===== src/rtl/bcd_countdown_timer.sv =====
// Four-digit MM:SS BCD down-counter with load/start/pause control and a
// terminal-count pulse. Every output comes straight from a register.
module bcd_countdown_timer #(
    parameter int SEC_T_MAX = 5,
    parameter int DIG_MAX   = 9
) (
    input  logic       clk1,
    input  logic       clear,
    input  logic       tick,
    input  logic       load,
    input  logic       start,
    input  logic       pause,
    input  logic [3:0] preset_mt,
    input  logic [3:0] preset_mu,
    input  logic [3:0] preset_st,
    input  logic [3:0] preset_su,
    output logic [3:0] q_mt,
    output logic [3:0] q_mu,
    output logic [3:0] q_st,
    output logic [3:0] q_su,
    output logic       running,
    output logic       expired,
    output logic       done
);
    localparam logic [3:0] L_ST_MAX  = 4'(SEC_T_MAX);
    localparam logic [3:0] L_DIG_MAX = 4'(DIG_MAX);

    typedef enum logic [1:0] {IDLE, RUN, PAUSE, DONE} state_t;

    state_t     r_state;
    logic [3:0] r_mt, r_mu, r_st, r_su;
    logic       r_running, r_expired, r_done;

    logic [3:0] w_ld_mt, w_ld_mu, w_ld_st, w_ld_su;
    logic [3:0] w_dec_mt, w_dec_mu, w_dec_st, w_dec_su;
    logic       w_b_su, w_b_st, w_b_mu;
    logic       w_is_zero, w_is_one;

    assign w_ld_mt = (preset_mt > L_DIG_MAX) ? L_DIG_MAX : preset_mt;
    assign w_ld_mu = (preset_mu > L_DIG_MAX) ? L_DIG_MAX : preset_mu;
    assign w_ld_st = (preset_st > L_ST_MAX)  ? L_ST_MAX  : preset_st;
    assign w_ld_su = (preset_su > L_DIG_MAX) ? L_DIG_MAX : preset_su;

    // Borrow ripples units-up; each digit only moves when everything below it wrapped.
    assign w_b_su   = (r_su == 4'd0);
    assign w_b_st   = w_b_su && (r_st == 4'd0);
    assign w_b_mu   = w_b_st && (r_mu == 4'd0);
    assign w_dec_su = w_b_su ? L_DIG_MAX : r_su - 4'd1;
    assign w_dec_st = !w_b_su ? r_st : ((r_st == 4'd0) ? L_ST_MAX  : r_st - 4'd1);
    assign w_dec_mu = !w_b_st ? r_mu : ((r_mu == 4'd0) ? L_DIG_MAX : r_mu - 4'd1);
    assign w_dec_mt = w_b_mu ? r_mt - 4'd1 : r_mt;

    assign w_is_zero = ({r_mt, r_mu, r_st, r_su} == 16'h0000);
    assign w_is_one  = ({r_mt, r_mu, r_st, r_su} == 16'h0001);

    always_ff @(posedge clk1) begin
        if (!clear) begin
            r_state   <= IDLE;
            r_mt      <= 4'd0;
            r_mu      <= 4'd0;
            r_st      <= 4'd0;
            r_su      <= 4'd0;
            r_running <= 1'b0;
            r_expired <= 1'b0;
            r_done    <= 1'b0;
        end else begin
            r_done <= 1'b0;
            if (load) begin
                r_mt      <= w_ld_mt;
                r_mu      <= w_ld_mu;
                r_st      <= w_ld_st;
                r_su      <= w_ld_su;
                r_state   <= IDLE;
                r_running <= 1'b0;
                r_expired <= 1'b0;
            end else begin
                case (r_state)
                    IDLE: begin
                        // pause outranks start, so a simultaneous pause blocks the launch
                        if (!pause && start && !w_is_zero) begin
                            r_state   <= RUN;
                            r_running <= 1'b1;
                        end
                    end
                    RUN: begin
                        if (pause) begin
                            r_state   <= PAUSE;
                            r_running <= 1'b0;
                        end else if (tick) begin
                            r_mt <= w_dec_mt;
                            r_mu <= w_dec_mu;
                            r_st <= w_dec_st;
                            r_su <= w_dec_su;
                            if (w_is_one) begin
                                r_state   <= DONE;
                                r_running <= 1'b0;
                                r_expired <= 1'b1;
                                r_done    <= 1'b1;
                            end
                        end
                    end
                    PAUSE: begin
                        if (!pause && start) begin
                            r_state   <= RUN;
                            r_running <= 1'b1;
                        end
                    end
                    default: ;
                endcase
            end
        end
    end

    assign q_mt    = r_mt;
    assign q_mu    = r_mu;
    assign q_st    = r_st;
    assign q_su    = r_su;
    assign running = r_running;
    assign expired = r_expired;
    assign done    = r_done;
endmodule

===== config.mk =====
export PLATFORM = sky130hd
export DESIGN_NAME = bcd_countdown_timer
export DESIGN_NICKNAME = d
export VERILOG_FILES = /design/src/rtl/bcd_countdown_timer.sv
export SDC_FILE = /design/constraint.sdc
export NUM_CORES = 1
export LEC_CHECK = 0
export CELL_PAD_IN_SITES_DETAIL_PLACEMENT = 0
export CELL_PAD_IN_SITES_GLOBAL_PLACEMENT = 1
export CORE_ASPECT_RATIO = 0.75
export CORE_MARGIN = 2
export CORE_UTILIZATION = 35
export DETAILED_ROUTE_END_ITERATION = 10
export PLACE_DENSITY = 0.81
export SYNTH_ARGS = -nofsm -noshare
export SYNTH_HDL_FRONTEND = slang
export SYNTH_SLANG_ARGS = --single-unit

===== constraint.sdc =====
create_clock -name clk1 -period 3.4 [get_ports clk1]
set_input_delay 0.68 -clock clk1 [delete_from_list [all_inputs] [get_ports clk1]]
set_output_delay 0.68 -clock clk1 [all_outputs]
set_load 0.05 [all_outputs]

After elaboration in Yosys (flattened, before gate mapping) --
Cells that the tools add are included.
Operators by class: muxes and demuxes 39, add/sub/neg operators 4, equality and inequality tests 8, magnitude comparators 4, reductions and logical operators 25, bitwise logic cells 4
Operators with widths (number):
- 4-bit two-way mux | 26
- 16-bit by 1-bit == test with 1-bit output, second input constant | 1
- 16-bit logical NOT | 1
- 4-bit AND reduction | 4
- 4-bit by 1-bit subtractor with 4-bit output, second input constant | 4
- 4-bit > comparator, second input constant | 3
- 4-bit logical NOT | 3
- 2-bit two-way mux | 5
- 2-bit nonzero test | 5
- 1-bit two-way mux | 6
- 2-bit != test, second input constant | 3
- 3-bit != test, second input constant | 2
- 2-bit case mux with 3 select lines | 1
- 5-bit AND reduction | 1
- 5-bit OR reduction | 1
- 4-bit by 3-bit > comparator with 1-bit output, second input constant | 1
- 1-bit logical AND | 4
- 1-bit NOT | 4
- 1-bit case mux with 3 select lines | 1
- 3-bit AND reduction | 1
- 3-bit nonzero test | 1
- 2-bit by 1-bit == test with 1-bit output, second input constant | 1
- 2-bit == test, second input constant | 1
- 1-bit logical NOT | 2
- other kinds (2) | 2
Storage, ports and cells: bits in registers 21, output and inout bits 19

Longest topological paths before layout --
Gate-level depths: netlist (run 1).
depth after elaboration 8, mapped depth 7, depth with buffers taken out 7

Least setup slack after synthesis (run 1) --
OpenSTA, ideal clock, no wires.
kind register to register, start register r_mt[0], in the netlist q_mt[0], end register r_state[0], data arrival time 2.005 ns, buffers on the path 0, setup time 0.091 ns, path slack 1.304 ns, period minus slack after synthesis 2.096 ns, stages on the path, launching flop included 8, path through dfxtp_1 > inv_1 > ha_1 > or4b_1 > nor4b_4 > a31o_2 > a21oi_1 > a311oi_1
Between the ends: word-level cells in the longest chain between the ends 5, elaborated cells between the ends (all ways) 7
Ends and longest elaborated chain:
- from (decl) | RTL line 31 | logic [3:0] r_mt, r_mu, r_st, r_su;
- from (signal assigned) | RTL line 69 | r_mt <= w_ld_mt;
- from (signal assigned) | RTL line 90 | r_mt <= w_dec_mt;
- 16-bit logical NOT | RTL line 53 | assign w_is_zero = ({r_mt, r_mu, r_st, r_su} == 16'h0000);
- 1-bit logical NOT | RTL line 80 | if (!pause && start && !w_is_zero) begin
- 1-bit logical AND | RTL line 80
- 2-bit != test (no line)
- 5-bit AND reduction (no line) *
- to (signal assigned) | RTL line 81 | r_state <= RUN;
- to (signal assigned) | RTL line 87 | r_state <= PAUSE;
- to (signal assigned) | RTL line 95 | r_state <= DONE;
- to (decl) | RTL line 30 | state_t r_state;
Every way passes the cells marked *; elsewhere a longest branch is shown, timed or not. A chain may end at the register's enable or synchronous reset.

Final worst setup path (run 1) --
start register r_su[1], in the netlist q_su[1], end output port q_su[1]
RTL lines:
- from (decl) | RTL line 31
- from (signal assigned) | RTL line 72 | r_su <= w_ld_su;
- from (signal assigned) | RTL line 93 | r_su <= w_dec_su;
- to (decl) | RTL line 20 | output logic [3:0] q_su,
No word-level cell between the ends.

==> results of run 1 <==
where the power goes:
part	total [W]	internal [W]	switching, W
sequential	0.000275	0.000258	0.0000169
clock	0.000164	0.0000835	0.0000808
combinational	0.000169	0.0000746	0.0000939
total	0.000608	0.000416	0.000192
cells by family (layout without fill, tap and decap cells):
group	count (synthesis)	after routing	share of synthesized area, %
adders and majority gates	5	5	5.20
buffers and inverters	11	52	3.43
muxes	2	2	1.66
AOI/OAI and AO/OA	42	42	23.3
DFF	21	21	34.9
and+or+nand+nor	55	55	28.6
xor gates and xnor gates	4	4	2.91
cell usage after synthesis (2+ instances only):
cell	instances
nand3_1	3
and2_1	2
a31oi_1	5
a21oi_1	9
nand3b_1	4
xnor2_1	3
nand4b_1	2
ha_1	5
nor3_1	3
nor2_1	16
nand4_1	2
nand2b_1	3
o211a_1	2
or4_4	2
o21ai_0	11
inv_1	7
o31ai_1	2
clkbuf_1	4
nor2b_1	2
nand2_1	7
o22ai_1	2
dfxtp_1	21
o311a_1	2
nor3b_1	2
mux2i_1	2
state kept, by name (all words and copies together) (netlist names):
| register | flops |
|---|---|
| q_mt | 4 |
| q_mu | 4 |
| q_st | 4 |
| q_su | 4 |
| r_state | 2 |
| done | 1 |
| expired | 1 |
| running | 1 |
stage by stage:
stage / hold WS (ns) / instances / setup slack, ns / area [µm²]
after detailed placement: 0.467 / 217 / 0.880 / 1650
after global routing: 0.497 / 221 / 1.02 / 1690
after CTS: 0.484 / 221 / 1.11 / 1690
after floorplan: 0.508 / 140 / 1.30 / 1200
after global placement: 0.458 / 217 / 0.960 / 1650
final: 0.478 / 221 / 1.12 / 1690
routing by layer:
| layer | vias up | GRT usage [%] |
|---|---|---|
| met5 | - | 0 |
| met4 | 0 | 2.83 |
| met3 | 2 | 4.60 |
| met2 | 42 | 29.3 |
| met1 | 558 | 23.0 |
| li1 | 603 | - |
final timing paths:
check / from / cells after the start / endpoint / slack, ns
setup / recovery: q_su[1] / 1 / q_su[1] / 1.12
setup reg to reg: q_mt[0] / 7 / r_state[0] / 1.31
hold / removal: expired / 2 / expired / 0.48
hold reg to reg: expired / 2 / expired / 0.48
area by class of cell:
type                            instances  area share, %
Multi-Input combinational cell        108           43.9
Sequential cell                        21           24.9
Inverter                                7           1.55
Clock buffer                            4           2.66
Tap cell                               40           2.96
Timing Repair Buffer                   41           24.1
tightest hold or removal path: stages, from the launching register on:
cell	delay, ns
dfxtp_1	0.34
a31oi_1	0.04
nor2_1	0.07
==> flow_summary.yaml, run 1 <==
run_status:
  status: "complete, no violations"
route:
  vias_per_cell: 5.45
  m1WireLength_um: 1630
  wl_um: 3270
  dr.pass1.iters: 4
  num_vias: 1205
  drt-wirelength-per-cell_um: 14.8
  maxUsedRoutingLayer: "met4"
  antenna_left: 0
  drtIter0Drc: 94
  wl_met3_um: 218
  drc: 0
  wl_met2_um: 1410
global_route:
  grt_pass1_wl_um: 5220
  overflow: 0
  grt_pass1_vias: 1110
  grt_use_total_pct: 17.4
  grt_max_degree: 18
  antenna_found_initial: 0
sta:
  slew_violations: 0
  worst_pin_slew_ns: 0.595
  period_minus_slack_ns: 2.28
  finalHoldViolCount: 0
  setup_viol: 0
  finClkSkew_ns: 0.00102
  rsz0062_at_grt: "false"
  relSlewSlack_pct: 60.2
  fmax_mhz: 438
  finalSetupTns_ns: 0
  period_share_pct: 67.2
cts:
  clockBufferDepth: 2
  cts_hold_buf: 0
  cts-root-buf: "clkbuf_8"
  cts_tree: "done"
  htree_num_levels: 1
  cts_setup_buffers: 0
  clk_latency_ns: 0.26
  cts_buffers: 3
  post_cts_resized: 0
  clk_pin_slew_worst_paths_ns: 0.08
  clock_sinks: 21
layout:
  multiInputGateArea_um2: 742
  mostFrequentLayoutCells: "40 x clkdlybuf4s50_1, 21 x dfxtp_1, 16 x nor2_1, 11 x o21ai_0, 9 x a21oi_1"
  syn_to_final_growth_pct: 40.5
  nFillCells: 321
  register_area_um2: 420
  final_util_pct: 51.4
  fin_nets: 209
  layout.cells.most_common: "clkdlybuf4s50_1"
  n_antenna_cell: 0
  drive_above_1_share_pct: 6.08
synth:
  synth-async-reset-ratio_pct: 0
  synth_cell_types: 42
  netlist_area_um2: 1200
  synthCells: 140
  synth_fp_nets: 167
  ys_warn_count: 0
  avgSynthCellArea_um2: 8.60
  synth_edf_count: 0
  ys_ff_latch: 21
  yosys.area.top_type: "dfxtp_1"
  yosysSeqAreaShare_pct: 34.9
  synthTopCellsByArea: "dfxtp_1 35%, ha_1 5.2%, nor2_1 5.0%, o21ai_0 4.6%, a21oi_1 3.7%"
  synth_ff_type: "dfxtp_1"
  synth.top_cell.area_share_pct: 34.9
setup_path:
  start_kind: "register"
  worstPathMaxFanout: 8
  path_class: "reg -> out"
  slowest_delay_ns: 0.86
  crit_arrival_ns: 1.60
  crit_required_ns: 2.72
  end_kind: "output pin"
  worstPathCellList: "clkdlybuf4s50_1"
  critPathBufInv: 1
  crit_path_top_delay_cell: "clkdlybuf4s50_1"
  critical-path-top-delay-family: "buffers and inverters"
power_and_ir_drop:
  p_per_area_nw_per_um2: 359
  peakVddDrop_mv: 0.231
  cellLeakagePower_nw: 0.606
  finalPower_w: 0.000608
floorplan:
  dieArea_um2: 3930
  die_height_um: 54.8
  start_util_pct: 36.6
  num_rows: 18
  core_um2: 3290
  die_w_um: 71.7
  ios: 41
placed_design:
  place.gp.congestion: 0.810
  io_buffers: 40
  hpwlAfterDp_um: 2430
job:
  cap_viol_max_count: 0
worst_hold_path:
  hold_path.class: "reg -> reg"
No activity file was read; power rests on OpenSTA's default activity.
==> run 2, diff against run 1 <==
--- a/config.mk
+++ b/config.mk
@@ -9,9 +9,9 @@
 export CELL_PAD_IN_SITES_GLOBAL_PLACEMENT = 1
 export CORE_ASPECT_RATIO = 0.75
 export CORE_MARGIN = 2
-export CORE_UTILIZATION = 35
+export CORE_UTILIZATION = 29
 export DETAILED_ROUTE_END_ITERATION = 10
-export PLACE_DENSITY = 0.81
+export PLACE_DENSITY = 0.71
 export SYNTH_ARGS = -nofsm -noshare
 export SYNTH_HDL_FRONTEND = slang
 export SYNTH_SLANG_ARGS = --single-unit
==> constraint.sdc (replaced) <==
create_clock -name clk1 -period 2.08 [get_ports clk1]
set_input_delay 0.416 -clock clk1 [delete_from_list [all_inputs] [get_ports clk1]]
set_output_delay 0.416 -clock clk1 [all_outputs]
set_load 0.05 [all_outputs]
==> flow_summary.yaml, run 2 (same netlist as run 1, synthesis figures left out) <==
run_status:
  status: "complete, no violations"
layout:
  mostFrequentLayoutCells: "38 x clkdlybuf4s50_1, 19 x dfxtp_1, 16 x nor2_1, 16 x buf_4, 11 x o21ai_0"
  syn_to_final_growth_pct: 51.4
  layout.cells.most_common: "clkdlybuf4s50_1"
  design_area_um2: 1820
  drive_above_1_share_pct: 17.5
  fin_nets: 222
  n_antenna_cell: 0
  fin_cells: 249
route:
  vias_per_cell: 4.86
  dr.pass1.iters: 4
  num_vias: 1210
  wl_um: 3490
  drt-wirelength-per-cell_um: 14.0
  drtIter0Drc: 60
  antenna_left: 0
  drc: 0
floorplan:
  start_util_pct: 29.9
  die_w_um: 78.4
  ios: 41
  core_um2: 4030
  dieArea_um2: 4690
  die_height_um: 59.8
  num_rows: 20
sta:
  period_minus_slack_ns: 2.01
  setup_viol: 0
  slew_violations: 0
  worst_pin_slew_ns: 0.503
  holdWs_ns: 0.477
  finClkSkew_ns: 0.000508
  fmax_mhz: 498
  relSlewSlack_pct: 66.4
  period_share_pct: 96.5
  finalHoldViolCount: 0
global_route:
  antenna_found_initial: 0
  grt_pass1_vias: 1167
  grt_use_total_pct: 15.4
  overflow: 0
  grt_pass1_wl_um: 5590
  grt_max_degree: 17
setup_path:
  critPathBufInv: 1
  worstPathCellList: "clkdlybuf4s50_1"
  worstPathMaxFanout: 6
  crit_path_top_delay_cell: "clkdlybuf4s50_1"
  critical-path-top-delay-family: "buffers and inverters"
  crit_required_ns: 1.66
  crit_arrival_ns: 1.59
  start_kind: "register"
  path_class: "reg -> out"
  slowest_delay_ns: 0.86
  end_kind: "output pin"
cts:
  cts-root-buf: "clkbuf_8"
  clk_latency_ns: 0.26
  cts_tree: "done"
  cts_buffers: 3
  clk_pin_slew_worst_paths_ns: 0.08
  htree_num_levels: 1
  clock_sinks: 21
  cts_hold_buf: 0
  clockBufferDepth: 2
placed_design:
  io_buffers: 40
  place_area_um2: 1740
  hpwlAfterDp_um: 2700
  place.gp.congestion: 0.822
  dp_cells: 243
power_and_ir_drop:
  sw_frac_of_total_pct: 32.0
  cellLeakagePower_nw: 0.679
  internal-power_w: 0.000694
  power_frac_clock_pct: 26.7
  pwr-share-seq_pct: 43.7
  finalPower_w: 0.00102
  peakVddDrop_mv: 0.347
  p_per_area_nw_per_um2: 560
  p_switching_w: 0.000326
  p_comb_share_pct: 29.6
job:
  cap_viol_max_count: 0
worst_hold_path:
  hold_path.class: "reg -> reg"
-- run 2: worst reg2reg max path: stages (launching register included) --
cell and delay [ns]:
dfxtp_2 0.34, inv_2 0.05, ha_1 0.13, or4b_4 0.48, nor4b_4 0.36, a31o_2 0.26, a21oi_1 0.07, a311oi_1 0.21
-- run 2: power groups by stage --
stage / logic, W / clock network, W / registers (W)
after floorplan: 0.000105 / 0 / 0.000518
after global placement: 0.000289 / 0 / 0.000453
after detailed placement: 0.000292 / 0 / 0.000454
after CTS: 0.000294 / 0.000280 / 0.000445
after global routing: 0.000323 / 0.000289 / 0.000449
final: 0.000302 / 0.000272 / 0.000446
-- run 2: worst paths after layout --
kind,from,to,slack [ns],cells past startpoint
min reg2reg,expired,expired,0.48,2
max reg2reg,q_mt[1],r_state[0],0.08,7
max,q_st[3],q_st[3],0.07,1
min,expired,expired,0.48,2
-- run 2: per-stage QoR --
stage	util [%]	setup slack [ns]	TNS, ns
2_1_floorplan	-	0.00228	0
3_3_place_gp	43.3	0.00547	0
3_5_place_dp	43.3	-0.0315	-0.0315
4_1_cts	44.4	0.0184	0
5_1_grt	45.2	-0.00833	-0.0156
6_report	45.2	0.0732	0
-- run 2: routing by layer --
layer  global-route usage, %  up-vias  wire length [µm]
li1                        -      627                 -
met1                    21.5      551              1810
met2                    24.1       30              1490
met3                    3.63        2               164
met4                    3.76        0                24
met5                       0        -                 0
-- run 2: layout make-up --
cell class                      instances  area (µm²)
Clock inverter                          1        5.00
Tap cell                               55        68.8
Multi-Input combinational cell        108         757
Inverter                                7        26.3
Timing Repair Buffer                   54         500
Fill cell                             379        2210
Sequential cell                        21         423
Clock buffer                            3        41.3
-- run 2: what timing repair did --
item | in CTS | in global routing
buffers inserted | 0 | 2
setup endpoints to repair | 0 | 3
gates resized for setup | 0 | 6
endpoints found under the hold margin | 0 | 0
